**config.mk**
```make
export PLATFORM = sky130hd
export DESIGN_NAME = mat_result_serializer_flat
export DESIGN_NICKNAME = d
export VERILOG_FILES = /design/src/rtl/mat_pkg.sv /design/src/rtl/mat_result_serializer_if.sv /design/src/rtl/mat_result_serializer.sv /design/src/flat_wrapper.sv
export SDC_FILE = /design/constraint.sdc
export NUM_CORES = 1
export LEC_CHECK = 0
export CAP_MARGIN = 15
export CORE_ASPECT_RATIO = 1.75
export CORE_UTILIZATION = 33
export CTS_CLUSTER_SIZE = 40
export DETAILED_ROUTE_END_ITERATION = 16
export PLACE_DENSITY = 0.65
export SYNTH_ARGS = -nofsm -noshare
export SYNTH_HDL_FRONTEND = slang
export SYNTH_SLANG_ARGS = --single-unit
```
**constraint.sdc**
```tcl
create_clock -name clk -period 4.8 [get_ports clk]
set_clock_uncertainty 0.1 [all_clocks]
set_input_delay 0.96 -clock clk [delete_from_list [all_inputs] [get_ports clk]]
set_output_delay 0.96 -clock clk [all_outputs]
set_load 0.01 [all_outputs]
```
**src/rtl/mat_pkg.sv**
```systemverilog
// Shared definitions for the matrix adder result path: element width,
// serializer state encoding and an element-slicing helper for flat result buses.
package mat_pkg;

   localparam int W_FLOAT = 32;
   localparam int N_MAX   = 8;
   localparam int BUS_MAX = W_FLOAT * N_MAX * N_MAX;
   localparam int BUS_AW  = $clog2(BUS_MAX);

   typedef enum logic [1:0] {
      IDLE  = 2'd0,
      SEND  = 2'd1,
      DRAIN = 2'd2
   } state_t;

   // Element k of a flat row-major bus (k = row*N + col), bus zero-extended to BUS_MAX.
   function automatic logic [W_FLOAT-1:0] elem(input logic [BUS_MAX-1:0] bus, input int unsigned k);
      logic [BUS_AW-1:0] base;
      base = BUS_AW'(k * W_FLOAT);
      return bus[base +: W_FLOAT];
   endfunction

endpackage

```
**src/rtl/mat_result_serializer_if.sv**
```systemverilog
// Bundle of the adder-side 4-phase result handshake and the downstream
// element stream. The serializer uses the slave view, its environment the master view.
interface mat_result_serializer_if
   import mat_pkg::*;
#(
   parameter int N = 4,
   parameter int W = W_FLOAT
);

   localparam int RW = $clog2(N);

   logic               result_ready;
   logic [W*N*N-1:0]   result;
   logic               result_ack;

   logic               out_ready;
   logic               out_valid;
   logic [W-1:0]       out_data;
   logic [RW-1:0]      out_row;
   logic [RW-1:0]      out_col;
   logic               out_last;

   modport slave (
      input  result_ready, result, out_ready,
      output result_ack, out_valid, out_data, out_row, out_col, out_last
   );

   modport master (
      output result_ready, result, out_ready,
      input  result_ack, out_valid, out_data, out_row, out_col, out_last
   );

endinterface

```
**src/rtl/mat_result_serializer.sv**
```systemverilog
// Captures one N x N matrix from the adder, releases the adder via result_ack
// and streams the buffered elements out row-major, one per valid/ready transfer.
module mat_result_serializer
   import mat_pkg::*;
#(
   parameter int N = 4,
   parameter int W = W_FLOAT
) (
   input  logic                   clk,
   input  logic                   reset,
   mat_result_serializer_if.slave bus,
   output logic                   busy
);

   localparam int              IDXW     = $clog2(N*N);
   localparam int              RW       = $clog2(N);
   localparam logic [IDXW-1:0] LAST_IDX = IDXW'(N*N - 1);
   localparam logic [IDXW-1:0] N_IDX    = IDXW'(N);

   state_t                  state_q, state_d;
   logic [IDXW-1:0]         idx_q, idx_d;
   logic                    ackPend_q, ackPend_d;
   logic [N*N-1:0][W-1:0]   buffer_q, buffer_d;
   logic                    isLast;

   assign isLast = (idx_q == LAST_IDX);

   // State, element index, acknowledge flag and matrix buffer registers.
   always_ff @(posedge clk or negedge reset) begin
      if (!reset) begin
         state_q   <= IDLE;
         idx_q     <= '0;
         ackPend_q <= 1'b0;
         buffer_q  <= '0;
      end else begin
         state_q   <= state_d;
         idx_q     <= idx_d;
         ackPend_q <= ackPend_d;
         buffer_q  <= buffer_d;
      end
   end

   // Next state: capture only in IDLE, walk the index on each accepted element,
   // and wait in DRAIN until the adder has released its request.
   always_comb begin
      state_d   = state_q;
      idx_d     = idx_q;
      ackPend_d = ackPend_q;
      buffer_d  = buffer_q;

      if (ackPend_q && !bus.result_ready) begin
         ackPend_d = 1'b0;
      end

      unique case (state_q)
         IDLE: begin
            if (bus.result_ready && !ackPend_q) begin
               buffer_d  = bus.result;
               ackPend_d = 1'b1;
               idx_d     = '0;
               state_d   = SEND;
            end
         end
         SEND: begin
            if (bus.out_ready) begin
               if (!isLast) begin
                  idx_d = idx_q + IDXW'(1);
               end else begin
                  idx_d   = '0;
                  state_d = ackPend_q ? DRAIN : IDLE;
               end
            end
         end
         DRAIN: begin
            if (!ackPend_q || !bus.result_ready) begin
               state_d = IDLE;
            end
         end
         default: begin
            state_d = IDLE;
         end
      endcase
   end

   // Outputs decoded purely from registered state so no input reaches an output.
   always_comb begin
      busy           = (state_q != IDLE);
      bus.result_ack = ackPend_q;
      bus.out_valid  = 1'b0;
      bus.out_data   = '0;
      bus.out_row    = '0;
      bus.out_col    = '0;
      bus.out_last   = 1'b0;
      if (state_q == SEND) begin
         bus.out_valid = 1'b1;
         bus.out_data  = buffer_q[idx_q];
         bus.out_row   = RW'(idx_q / N_IDX);
         bus.out_col   = RW'(idx_q % N_IDX);
         bus.out_last  = isLast;
      end
   end

endmodule

```
**src/flat_wrapper.sv**
```systemverilog
// flat-port wrapper written by rule: the top's interface ports become plain ports
module mat_result_serializer_flat import mat_pkg::*;
#(
   parameter int N = 4,
   parameter int W = W_FLOAT
)
  (clk, reset, busy, bus_result_ready, bus_result, bus_out_ready, bus_result_ack, bus_out_valid, bus_out_data, bus_out_row, bus_out_col, bus_out_last);
  mat_result_serializer_if #(.N(N), .W(W)) bus_i ();
  input  logic clk;
  input  logic reset;
  output logic busy;
  input wire logic [$bits(bus_i.result_ready)-1:0] bus_result_ready;
  input wire logic [$bits(bus_i.result)-1:0] bus_result;
  input wire logic [$bits(bus_i.out_ready)-1:0] bus_out_ready;
  output wire logic [$bits(bus_i.result_ack)-1:0] bus_result_ack;
  output wire logic [$bits(bus_i.out_valid)-1:0] bus_out_valid;
  output wire logic [$bits(bus_i.out_data)-1:0] bus_out_data;
  output wire logic [$bits(bus_i.out_row)-1:0] bus_out_row;
  output wire logic [$bits(bus_i.out_col)-1:0] bus_out_col;
  output wire logic [$bits(bus_i.out_last)-1:0] bus_out_last;
  assign bus_i.result_ready = bus_result_ready;
  assign bus_i.result = bus_result;
  assign bus_i.out_ready = bus_out_ready;
  assign bus_result_ack = bus_i.result_ack;
  assign bus_out_valid = bus_i.out_valid;
  assign bus_out_data = bus_i.out_data;
  assign bus_out_row = bus_i.out_row;
  assign bus_out_col = bus_i.out_col;
  assign bus_out_last = bus_i.out_last;
  mat_result_serializer #(.N(N), .W(W)) u_core (.clk(clk), .reset(reset), .bus(bus_i), .busy(busy));
endmodule
```
==> metrics.txt <==
deepest clock path buffer count 3; layout cells sized above 1 36.3%; Hold WS 0.270 ns; Nets 2533; hpwl dp 62900 um; vias after detailed routing 15400; area grow syn2layout 35.2%; sequential share of the synthesized area 55.2%; Inserted Clock Buffers 50; DR DRC count 0; H-tree Lvls 2; Pwr Total 21.7 mW; Placeable Area 70700 sq um; fmax 0.218 GHz; Async S/R FF share, synth 100%; worst skew pair latency 0.60 ns; CTS tree yes; worst-path fanout max 28; max cap viols 0; final worst path period need 4.58 ns; final setup margin 0.223 ns; final setup vio count 0; Mapped Cells 1478; largest net degree at the start of global routing 204; Yosys cell types 40; Final Hold Fails 0; initial core utilization 33.3%; placed cell area 30000 sq um; number of global-route vias before repair 17200; critical path launch point type flop; post-DR vias/cell 5.14; area leader, netlist dfrtp_1; WL/cell 27.1 um; fin. max-slew vios 0; P_leak 12.8 nW; TNS Setup 0 ns; die area 72400 sq um; Setup Fix Bufs, Post-CTS 0; clk sink count 519; main flop type after synthesis dfrtp_1; antenna violations before repair 28; synthesized area 23500 sq um; Slew @ Worst Pin 1.37 ns; drt first pass iters 5; Worst setup EP type output pin; global placement routability congestion 0.870; dpl ws 0.860 ns; Post-synth top cells dfrtp_1 (519), mux2_2 (512), mux4_2 (102), mux2i_1 (65), buf_4 (48); P per Cell Area 682 nW/um^2; final wirelength 81200 um; io pins 556; Worst-path clk slew 0.07 ns; post-route antenna net violation count 0; Yosys reg bits 519; Syn Area/Cell 15.9 sq um; DRT iter0 DRCs 921; Clock Root Buffer clkbuf_16; count leader, synth dfrtp_1; Synth top area share 55.2%; Post-synth EDFFs 0; PortBufs 555; status complete, no violations; worst path required time 3.74 ns; worst path arrival time 3.52 ns; hold_buf cts 0; row count 129; WS Path Type reg2out; worst hold path type in2async; CTS resizes 0; Final Instance Area 31800 sq um; die height 355 um; GRT Overall Usage 22.4%; leading post-synthesis cells by cell area dfrtp_1 (55%), mux2_2 (24%), mux4_2 (9.8%); Max rail drop VDD 337 uV; unrepaired setup endpoints after global routing no; Die X 204 um; first-pass GRT wire length 117000 um; synth warn 0; Slew headroom 8.66%; syn_nets 1995; Final Cycle Share 95.4%; GRT Residual Overflow 0
## logic make-up (layout without fill, tap and decap cells)
| logic type | count (synthesis) | in the layout | synth area share, % |
|---|---|---|---|
| AO/OA/AOI/OAI | 88 | 88 | 3.00 |
| adder cells (fa/ha/maj) | 1 | 1 | 0.0531 |
| buffers and inverters | 110 | 689 | 2.94 |
| flip-flops | 519 | 519 | 55.2 |
| multiplexers | 679 | 679 | 37.0 |
| other | 0 | 25 | 0 |
| AND/OR/NAND/NOR | 81 | 81 | 1.82 |
## cell usage in the layout, fill, tap and decap left out, types with 4 or more instances in the layout
cell type          n
and3_1            16
o22ai_1            6
and2_1             6
a221o_1           15
buf_4             27
o211ai_1          12
nand3_1            4
diode_2           25
nand4_1           11
a32oi_1           11
a22oi_1           15
clkbuf_1          10
a21oi_1            4
bufinv_16          6
clkdlybuf4s50_1  554
mux4_2           102
o21ai_0            4
mux2i_1           65
clkinv_2           7
dfrtp_1          516
clkbuf_16         51
mux2_2           512
nand2_1           30
a22o_1            16
buf_12            11
clkbuf_8          12
clkinvlp_4         4
## worst paths after layout
check | from | endpoint | slack, ns | cells past startpoint
setup / recovery | u_core.idx_q[2] | bus_out_data[31] | 0.22 | 5
hold / removal | reset | u_core.buffer_q[444] | 0.27 | 1
setup reg to reg | u_core.state_q[1] | u_core.buffer_q[219] | 2.13 | 3
hold reg to reg | u_core.buffer_q[478] | u_core.buffer_q[478] | 0.40 | 1
max in group asynchronous | reset | u_core.buffer_q[383] | 2.92 | 2
min in group clk | u_core.buffer_q[478] | u_core.buffer_q[478] | 0.40 | 1
## stage by stage
step	std cells	util (%)
after global placement	2881	42.5
final	2999	45.0
after global routing	2997	45.0
after CTS	2974	44.9
after floorplan	1478	-
after detailed placement	2881	42.5
## metal layers
metal | track usage (%) | wire (um) | part of all wire, % | up-vias
met5 | 0 | 13 | 0.016 | -
met4 | 12.5 | 4030 | 5.0 | 2
met3 | 4.39 | 4850 | 6.0 | 147
met2 | 37.4 | 40500 | 50 | 595
met1 | 27.0 | 31800 | 39 | 8001
li1 | - | - | - | 6682
## state kept, by name (all words and copies together) (netlist names)
signal	flops
u_core.buffer_q	512
u_core.idx_q	4
u_core.state_q	2
u_core.bus.result_ack	1
## report_power, final
group / internal (mW) / total (mW) / switching (mW)
Combinational: 5.15 / 9.52 / 4.37
Clock: 2.47 / 4.23 / 1.76
Sequential: 6.61 / 7.96 / 1.35
## worst max-delay path, cell delays in order, from the launching register on
cell and delay [ns]:
dfrtp_4 0.75, and2b_1 0.69, a22oi_1 0.26, a22o_1 0.29
a221o_1 0.38, clkdlybuf4s50_1 0.53
## final cells by class
cell class / count / area [sq um]
clock buffers: 73 / 1480
flip-flops and latches: 519 / 13000
repair buffers: 593 / 5980
clock inverters: 20 / 272
fillers: 6348 / 38900
inverters: 3 / 11.3
diodes: 25 / 62.6
multi-input cells: 849 / 9870
well taps: 917 / 1150
Power figures use the tool's default switching activity.
